$ cat src/rtl/sine_table_sequencer.sv
// sine_table_sequencer: control stage in front of a single-port sample RAM.
//   Loads a 2^ADDR_WIDTH sample table in order, then replays it through a phase
//   accumulator as a continuous waveform stream with valid/ready backpressure.
// Latency: the read address is presented in cycle N and sample_valid rises in
//   cycle N+2. Throughput is one sample per cycle while sample_ready is high.
// Backpressure: load_ready is high throughout LOAD, and gaps in load_valid just
//   stall the load. In RUN, reads stop issuing once the 2-entry output buffer
//   plus the read in flight would exceed two entries.
//
// Ports:
//   clk, rst                  clock; asynchronous active-high reset
//   start_load                request a table load (sampled only in IDLE)
//   load_data/valid/ready     sample stream being written to the table
//   load_done                 one-cycle pulse after the last table write
//   run_en, tuning_word       generate the waveform while run_en is high;
//                             tuning_word is the phase step per issued read
//   sample/valid/ready        output waveform stream
//   mem_data/addr/we, mem_q   RAM interface (mem_q is valid one cycle after addr)

`ifndef DATA_LEN
`define DATA_LEN 8
`endif
`ifndef ROWS_BASE_2
`define ROWS_BASE_2 4
`endif

module sine_table_sequencer #(
    parameter int DATA_WIDTH  = `DATA_LEN,
    parameter int ADDR_WIDTH  = `ROWS_BASE_2,
    parameter int PHASE_WIDTH = 32
) (
    input  logic                   clk,
    input  logic                   rst,
    input  logic                   start_load,
    input  logic [DATA_WIDTH-1:0]  load_data,
    input  logic                   load_valid,
    output logic                   load_ready,
    output logic                   load_done,
    input  logic                   run_en,
    input  logic [PHASE_WIDTH-1:0] tuning_word,
    output logic [DATA_WIDTH-1:0]  sample,
    output logic                   sample_valid,
    input  logic                   sample_ready,
    output logic [DATA_WIDTH-1:0]  mem_data,
    output logic [ADDR_WIDTH-1:0]  mem_addr,
    output logic                   mem_we,
    input  logic [DATA_WIDTH-1:0]  mem_q
);

    typedef enum logic [1:0] {
        ST_IDLE = 2'd0,
        ST_LOAD = 2'd1,
        ST_RUN  = 2'd2
    } state_t;

    localparam logic [ADDR_WIDTH-1:0] LAST_ADDR = '1;

    state_t                  state_q,    state_d;
    logic [PHASE_WIDTH-1:0]  phase_q,    phase_d;
    logic [ADDR_WIDTH-1:0]   load_cnt_q, load_cnt_d;
    logic                    loaded_q,   loaded_d;
    logic                    load_done_q, load_done_d;
    logic                    rd_pend_q,  rd_pend_d;

    // Two-entry output buffer: head drives the sample port directly, so the
    // output is always straight from a register.
    logic [DATA_WIDTH-1:0]   head_q,     head_d;
    logic                    head_vld_q, head_vld_d;
    logic [DATA_WIDTH-1:0]   tail_q,     tail_d;
    logic                    tail_vld_q, tail_vld_d;

    logic                    pop;
    logic                    push;
    logic                    issue;
    logic [1:0]              occ;

    // ---------------------------------------------------------------------
    // Next-state and output decode
    // ---------------------------------------------------------------------
    always_comb begin
        state_d     = state_q;
        phase_d     = phase_q;
        load_cnt_d  = load_cnt_q;
        loaded_d    = loaded_q;
        load_done_d = 1'b0;
        rd_pend_d   = 1'b0;
        issue       = 1'b0;

        load_ready  = 1'b0;
        mem_we      = 1'b0;
        mem_addr    = '0;
        mem_data    = '0;

        pop  = head_vld_q & sample_ready;
        push = rd_pend_q;

        // Slots that will be committed after this cycle. A read issued now
        // lands two edges later, so it must fit behind everything already
        // buffered or in flight, less the entry leaving this cycle. occ never
        // exceeds 2 (the issue rule guarantees it), so 2 bits are enough.
        occ = 2'({1'b0, head_vld_q}) + 2'({1'b0, tail_vld_q})
            + 2'({1'b0, rd_pend_q})  - 2'({1'b0, pop});

        unique case (state_q)
            ST_IDLE: begin
                if (start_load) begin
                    state_d    = ST_LOAD;
                    load_cnt_d = '0;
                end else if (run_en && loaded_q) begin
                    state_d = ST_RUN;
                    phase_d = '0;
                end
            end

            ST_LOAD: begin
                load_ready = 1'b1;
                mem_we     = load_valid;
                mem_addr   = load_cnt_q;
                mem_data   = load_data;
                if (load_valid) begin
                    load_cnt_d = load_cnt_q + 1'b1;
                    if (load_cnt_q == LAST_ADDR) begin
                        loaded_d    = 1'b1;
                        load_done_d = 1'b1;
                        state_d     = ST_IDLE;
                    end
                end
            end

            ST_RUN: begin
                mem_addr = phase_q[PHASE_WIDTH-1 -: ADDR_WIDTH];
                issue    = run_en && (occ < 2'd2);
                if (issue) begin
                    rd_pend_d = 1'b1;
                    phase_d   = phase_q + tuning_word;
                end
                // Leave only once nothing is in flight or buffered. A valid
                // tail implies a valid head, so head_vld covers both entries.
                if (!run_en && !rd_pend_q && !head_vld_q) begin
                    state_d = ST_IDLE;
                end
            end

            default: begin
                state_d = ST_IDLE;
            end
        endcase
    end

    // ---------------------------------------------------------------------
    // Output buffer update
    // ---------------------------------------------------------------------
    always_comb begin
        head_d     = head_q;
        head_vld_d = head_vld_q;
        tail_d     = tail_q;
        tail_vld_d = tail_vld_q;

        unique case ({push, pop})
            2'b11: begin
                // Simultaneous push and pop: the occupancy is unchanged.
                if (tail_vld_q) begin
                    head_d = tail_q;
                    tail_d = mem_q;
                end else begin
                    head_d = mem_q;
                end
            end
            2'b01: begin
                if (tail_vld_q) begin
                    head_d     = tail_q;
                    tail_vld_d = 1'b0;
                end else begin
                    head_vld_d = 1'b0;
                end
            end
            2'b10: begin
                if (!head_vld_q) begin
                    head_d     = mem_q;
                    head_vld_d = 1'b1;
                end else begin
                    tail_d     = mem_q;
                    tail_vld_d = 1'b1;
                end
            end
            default: begin
            end
        endcase
    end

    // ---------------------------------------------------------------------
    // State registers
    // ---------------------------------------------------------------------
    always_ff @(posedge clk or posedge rst) begin
        if (rst) begin
            state_q     <= ST_IDLE;
            phase_q     <= '0;
            load_cnt_q  <= '0;
            loaded_q    <= 1'b0;
            load_done_q <= 1'b0;
            rd_pend_q   <= 1'b0;
            head_q      <= '0;
            head_vld_q  <= 1'b0;
            tail_q      <= '0;
            tail_vld_q  <= 1'b0;
        end else begin
            state_q     <= state_d;
            phase_q     <= phase_d;
            load_cnt_q  <= load_cnt_d;
            loaded_q    <= loaded_d;
            load_done_q <= load_done_d;
            rd_pend_q   <= rd_pend_d;
            head_q      <= head_d;
            head_vld_q  <= head_vld_d;
            tail_q      <= tail_d;
            tail_vld_q  <= tail_vld_d;
        end
    end

    assign load_done    = load_done_q;
    assign sample       = head_q;
    assign sample_valid = head_vld_q;

endmodule

$ cat config.mk
export PLATFORM = sky130hd
export DESIGN_NAME = sine_table_sequencer
export DESIGN_NICKNAME = d
export VERILOG_FILES = /design/src/rtl/sine_table_sequencer.sv
export SDC_FILE = /design/constraint.sdc
export NUM_CORES = 1
export LEC_CHECK = 0
export BUFFER_PORTS_ARGS = -buffer_cell sky130_fd_sc_hd__buf_2
export CORE_MARGIN = 3
export CORE_UTILIZATION = 55
export CTS_BUF_LIST = sky130_fd_sc_hd__clkbuf_8
export DETAILED_ROUTE_END_ITERATION = 7
export GPL_TIMING_DRIVEN = 0
export PLACE_DENSITY = 0.79
export RECOVER_POWER = 25
export SYNTH_ARGS = -nofsm -noshare
export SYNTH_HDL_FRONTEND = slang
export SYNTH_SLANG_ARGS = --single-unit
$ cat constraint.sdc
create_clock -name clk -period 3.57 [get_ports clk]
set_clock_uncertainty 0.1 [all_clocks]
set_input_delay 0.5355 -clock clk [delete_from_list [all_inputs] [get_ports clk]]
set_output_delay 0.5355 -clock clk [all_outputs]
set_load 0.01 [all_outputs]
Word-level counts from Yosys, hierarchy flattened
Cells that the tools add are included.
{"block": "word_totals", "register_bits": 59, "output_inout_bits": 24, "word_cells": 90}
{"block": "classes", "n_addsub": 5, "order_cmp": 1, "eq_ne": 19, "muxes": 33, "bitwise_logic": 1, "n_reduce_logical": 21}
{"op": "2-to-1 mux 32 bit", "count": 3}
{"op": "case mux 32 bit (2 select lines)", "count": 1}
{"op": "2-to-1 mux 8 bit", "count": 6}
{"op": "adder 32 bit", "count": 1}
{"op": "inequality test 2 bit (second input constant)", "count": 12}
{"op": "case mux 8 bit (3 select lines)", "count": 1}
{"op": "case mux 4 bit (2 select lines)", "count": 2}
{"op": "case mux 8 bit (2 select lines)", "count": 1}
{"op": "AND reduction 3 bit", "count": 4}
{"op": "2-to-1 mux 2 bit", "count": 5}
{"op": "2-to-1 mux 1 bit", "count": 9}
{"op": "2-to-1 mux 4 bit", "count": 2}
{"op": "AND reduction 4 bit", "count": 2}
{"op": "nonzero test 2 bit", "count": 4}
{"op": "equality test 2 bit (second input constant)", "count": 3}
{"op": "case mux 2 bit (3 select lines)", "count": 1}
{"op": "adder 4 x 1 -> 4 bit (second input constant)", "count": 1}
{"op": "equality test 2 x 1 -> 1 bit (second input constant)", "count": 2}
{"op": "equality test 4 bit (second input constant)", "count": 1}
{"op": "logical AND 1 bit", "count": 4}
{"op": "case mux 1 bit (2 select lines)", "count": 2}
{"op": "AND reduction 2 bit", "count": 2}
{"op": "logical NOT 1 bit", "count": 3}
{"op": "inequality test 3 bit (second input constant)", "count": 1}
{"op": "other kinds (7)", "count": 7}

Logic depth before layout (Yosys ltp)
{"block": "logic_depth", "depth_word": 7, "depth_mapped": 13}

Worst setup path after synthesis
No wires, ideal clock.
{"block": "synth_timing", "path_type": "input to register", "from": "in tuning_word[0]", "to": "reg phase_q[28]", "setup_ns": 0.124, "arrival_time_ns": 2.538, "required_ns": 3.346, "path_slack_ns": 0.808, "path_stages": 12, "n_path_buf": 0, "path_cell_list": "ha_1 -> inv_1 -> fa_1 -> and2b_1 -> o21ai_1 -> nand2b_2 -> a211oi_2 -> o311ai_2 -> a21boi_2 -> o41ai_2 -> xnor2_1 -> o21ai_1"}
{"block": "synth_via", "elab_chain_cells": 3}
{"item": "start, declared", "line_no": "40", "rtl": "input logic [PHASE_WIDTH-1:0] tuning_word,"}
{"item": "adder 32 bit", "line_no": "135", "rtl": "phase_d = phase_q + tuning_word;"}
{"item": "2-to-1 mux 32 bit", "line_no": "133", "rtl": "if (issue) begin"}
{"item": "case mux 32 bit (2 select lines)", "line_no": "104", "rtl": "unique case (state_q)"}
{"item": "end signal, assigned", "line_no": "208", "rtl": "phase_q <= phase_d;"}
{"item": "end, declared", "line_no": "59", "rtl": "logic [PHASE_WIDTH-1:0] phase_q, phase_d;"}
Every way passes these cells. The select of a mux whose other input is x is not followed.
A chain may end at the register's enable or synchronous reset.

Worst setup path in the final report
{"block": "layout_timing", "from": "reg head_vld_q (netlist: sample_valid)", "to": "reg phase_q[7]"}
{"block": "layout_via", "elab_chain_cells": 7}
{"item": "start, declared", "line_no": "68", "rtl": "logic head_vld_q, head_vld_d;"}
{"item": "start signal, assigned", "line_no": "214", "rtl": "head_vld_q <= head_vld_d;"}
{"item": "adder 1 x 1 -> 2 bit", "line_no": "101", "rtl": "occ = 2'({1'b0, head_vld_q}) + 2'({1'b0, tail_vld_q})"}
{"item": "adder 2 x 1 -> 2 bit", "line_no": "102", "rtl": "+ 2'({1'b0, rd_pend_q}) - 2'({1'b0, pop});"}
{"item": "subtractor 2 x 1 -> 2 bit *", "line_no": "102"}
{"item": "< comparator 2 bit *", "line_no": "132", "rtl": "issue = run_en && (occ < 2'd2);"}
{"item": "logical AND 1 bit *", "line_no": "132"}
{"item": "inequality test 2 bit (no line) *"}
{"item": "AND reduction 4 bit (no line) *"}
Every way passes the cells marked *; elsewhere a longest branch is shown, timed or not.

==> results.cfg <==
[logic_synthesis]
synth_seq_area_share_pct = 34.7
synthesis.area_mm2 = 0.00426
async_reset_ff_share_pct = 100
netlist-cell-type-count = 51
synthesized_net_count = 582
synthFlopType = sky130_fd_sc_hd__dfrtp_1
synth-edff-count = 0
postSynthRegisterBits = 59
synthCells = 486
post_synth.cell_area_avg_um2 = 8.76
yosys_warnings = 0

[finish]
post_route_cells_drive_above_1_share_pct = 20.9
filler_cell_count = 611
flow.area_growth_from_synthesis_pct = 17.9
antenna_cells = 0
layout.core_utilization_pct = 68.1
num-nets-final = 671

[timing]
min_period_ns = 3.19
setup_slack_of_the_critical_path_after_layout_ns = 0.382
clock.fmax_ghz = 0.314
relSlewSlack_pct = -24.5
setup_viol_count_final = 0
post-route-period-util_pct = 89.3
slew_at_the_pin_closest_to_its_max_slew_limit_ns = 1.87
setup_repair_after_global_routing_missed_its_margin = false
fin_setup_tns_ns = 0
final-max-slew-violation-count = 34
finalHoldViolations = 0

[placement]
place_worst_setup_slack_ns = 0.280
place_congestion = 0.920
numPortBuffers = 77
detailed_place_hpwl_um = 7380

[power]
share_seq_of_total_power_pct = 36.7
power_switching_share_pct = 31.0
power.internal_mw = 1.33
power_density_mw_per_mm2 = 385
switchingPower_mw = 0.600
combPwrFrac_pct = 23.1
power_leakage_nw = 2.53
pwr-share-clk_pct = 40.3
vdd_ir_drop_max_uv = 240

[worst_setup_path]
worst-endpoint-arrival_ns = 3.33
crit_type = flip-flop to flip-flop
worst_ep_required_time_ns = 3.71
end_kind = flip-flop
timing.critical_path.fanout_max = 10
timing.critical_path.from_type = flip-flop

[grt]
grt_antenna_before_repair = 0
grt_pass1_vias = 3844
grt_use_met1_pct = 32.2
overflow = 0
global_route.peak_usage_layer = met2
grt_pass1_wl_um = 17200
groute.usage.overall_pct = 24.1
grt_max_degree = 34
grt_met2_usage_pct = 39.4
global_route.usage.met3_pct = 4.89

[outcome]
outcome = finished, violations left
violations = capacitance limit, slew limit

[drt]
drt-vias-per-instance = 5.60
drtPass1Iterations = 5
wire_per_inst_um = 14.5
totalWireLength_um = 9870
drt-initial-drc-count = 169
vias = 3804
post_detailed_route_drc_marker_count = 0
ant_nets = 0

[floorplanning]
std_cell_rows = 31
floorplan.die_area_mm2 = 0.00883
die_height_um = 94.0
initial_standard_cell_utilization_of_the_core_pct = 57.7
die_w_um = 94.0
core-area_mm2 = 0.00737
top_level_ports = 78

[clock_network]
tritoncts.num_buffers = 9
clkTransAtPathRegs_ns = 0.08
ctsHtreeMaxLevel = 3
clk_path_buf_depth = 2
resized_gates_after_cts = 0
cts_tree = built
postCtsSetupBuffers = 0
holdBufCountCts = 0
clock_sinks = 59
clock_latency_late_sink_ns = 0.34
cts_root_buf = sky130_fd_sc_hd__clkbuf_8

[run]
drv.max_cap_violation_count = 1

[worst_hold_path]
min_path_type = primary input to async pin
## flip-flops by register name, indices dropped and copies added, names as in the netlist
register and cells:
load_cnt_q 4, load_done 1, loaded_q 1, phase_q 32, push 1, sample 8
sample_valid 1, state_q 2, tail_q 8, tail_vld_q 1
## cell families after synthesis
logic type / Yosys count / synth area share (%)
AOI/OAI and AO/OA: 163 / 24.3
and+or+nand+nor: 148 / 16.5
DFF: 59 / 34.7
adders and majority gates: 42 / 12.5
buffers and inverters: 34 / 3.15
xor gates and xnor gates: 30 / 6.17
muxes: 10 / 2.62
## worst paths after layout
path	startpoint	endpoint	slack [ns]	cells after the start
setup / recovery	sample_valid	phase_q[7]	0.38	13
hold / removal	rst	sample[2]	0.31	2
setup reg to reg	sample_valid	phase_q[7]	0.38	13
hold reg to reg	sample[1]	sample[1]	0.38	2
max in group asynchronous	rst	phase_q[24]	0.81	3
min in group clk	mem_q[6]	tail_q[6]	0.34	2
## layout by cell type (no fill, tap or decap), types with 10 or more instances in the layout
master and instances:
sky130_fd_sc_hd__a21o_1 19, sky130_fd_sc_hd__a21oi_1 38, sky130_fd_sc_hd__a22oi_1 12, sky130_fd_sc_hd__and2_1 11
sky130_fd_sc_hd__buf_2 82, sky130_fd_sc_hd__clkbuf_1 11, sky130_fd_sc_hd__clkbuf_8 10, sky130_fd_sc_hd__dfrtp_1 59
sky130_fd_sc_hd__ha_1 41, sky130_fd_sc_hd__inv_1 17, sky130_fd_sc_hd__nand2_1 79, sky130_fd_sc_hd__nand2b_1 10
sky130_fd_sc_hd__nand3_1 12, sky130_fd_sc_hd__o21ai_0 50, sky130_fd_sc_hd__xnor2_1 18, sky130_fd_sc_hd__xor2_1 12
## cell type report
cell class	count	area, um^2	area share, %
flip-flops and latches	59	1480	29.4
inverters	18	67.6	1.35
plain buffers	16	66.3	1.32
repair buffers	78	389	7.76
clock inverters	6	111	2.22
well taps	99	124	2.47
multi-input cells	393	2650	52.7
clock buffers	10	138	2.74
## stage by stage
step / hold slack [ns] / instances / power, mW / area (um^2)
CTS: 0.161 / 679 / 1.94 / 5030
global placement: 0.360 / 662 / 1.15 / 4760
floorplan: 0.354 / 486 / 1.01 / 4260
detailed placement: 0.365 / 663 / 1.17 / 4780
global route: 0.342 / 679 / 2.04 / 5020
finish: 0.305 / 679 / 1.93 / 5020
## critical path, cell delays in order (launching register included)
cell,delay (ns)
sky130_fd_sc_hd__dfrtp_1,0.48
sky130_fd_sc_hd__nand2_1,0.17
sky130_fd_sc_hd__inv_1,0.10
sky130_fd_sc_hd__ha_1,0.28
sky130_fd_sc_hd__inv_1,0.04
sky130_fd_sc_hd__ha_1,0.25
sky130_fd_sc_hd__a21oi_1,0.17
sky130_fd_sc_hd__xor2_1,0.08
sky130_fd_sc_hd__and3_1,0.21
sky130_fd_sc_hd__o21ai_1,0.35
sky130_fd_sc_hd__clkbuf_1,0.40
sky130_fd_sc_hd__buf_2,0.31
sky130_fd_sc_hd__nand2_1,0.08
sky130_fd_sc_hd__o21ai_0,0.08
## power by group through the flow
stage / combinational [mW] / clock, mW / sequential [mW]
finish: 0.446 / 0.778 / 0.709
detailed placement: 0.446 / 0 / 0.721
global route: 0.507 / 0.820 / 0.712
CTS: 0.450 / 0.786 / 0.708
floorplan: 0.294 / 0 / 0.716
global placement: 0.432 / 0 / 0.720
## cell usage after synthesis, types with 2 or more instances
master | count | area [um^2]
sky130_fd_sc_hd__inv_1 | 17 | 63.8
sky130_fd_sc_hd__and2_1 | 11 | 68.8
sky130_fd_sc_hd__nand2b_1 | 10 | 62.6
sky130_fd_sc_hd__a2111oi_0 | 2 | 17.5
sky130_fd_sc_hd__o21a_1 | 3 | 22.5
sky130_fd_sc_hd__dfrtp_1 | 59 | 1480
sky130_fd_sc_hd__a211oi_1 | 2 | 15.0
sky130_fd_sc_hd__ha_1 | 41 | 513
sky130_fd_sc_hd__buf_2 | 5 | 25.0
sky130_fd_sc_hd__nor2b_1 | 8 | 50.1
sky130_fd_sc_hd__clkbuf_1 | 10 | 37.5
sky130_fd_sc_hd__xnor2_1 | 18 | 158
sky130_fd_sc_hd__a21oi_1 | 38 | 190
sky130_fd_sc_hd__a31o_2 | 2 | 17.5
sky130_fd_sc_hd__a22oi_1 | 12 | 90.1
sky130_fd_sc_hd__nand2_1 | 79 | 297
sky130_fd_sc_hd__a31oi_1 | 9 | 56.3
sky130_fd_sc_hd__xor2_1 | 12 | 105
sky130_fd_sc_hd__nand3_1 | 12 | 60.1
sky130_fd_sc_hd__nor2_1 | 9 | 33.8
sky130_fd_sc_hd__a22o_1 | 2 | 17.5
sky130_fd_sc_hd__o41ai_2 | 2 | 32.5
sky130_fd_sc_hd__o21ai_0 | 50 | 250
sky130_fd_sc_hd__nand4_1 | 9 | 56.3
sky130_fd_sc_hd__and3_1 | 2 | 12.5
sky130_fd_sc_hd__o21ai_1 | 9 | 45.0
sky130_fd_sc_hd__mux2_2 | 9 | 101
sky130_fd_sc_hd__a21o_1 | 19 | 143
sky130_fd_sc_hd__nor3b_1 | 3 | 22.5
## routing by layer
metal | wire, um | up-vias | share of wire (%)
li1 | - | 1921 | -
met2 | 4800 | 97 | 49
met5 | 0 | - | 0
met4 | 105 | 0 | 1.1
met1 | 4500 | 1776 | 46
met3 | 469 | 10 | 4.7
(Power assumes the default switching activity.)
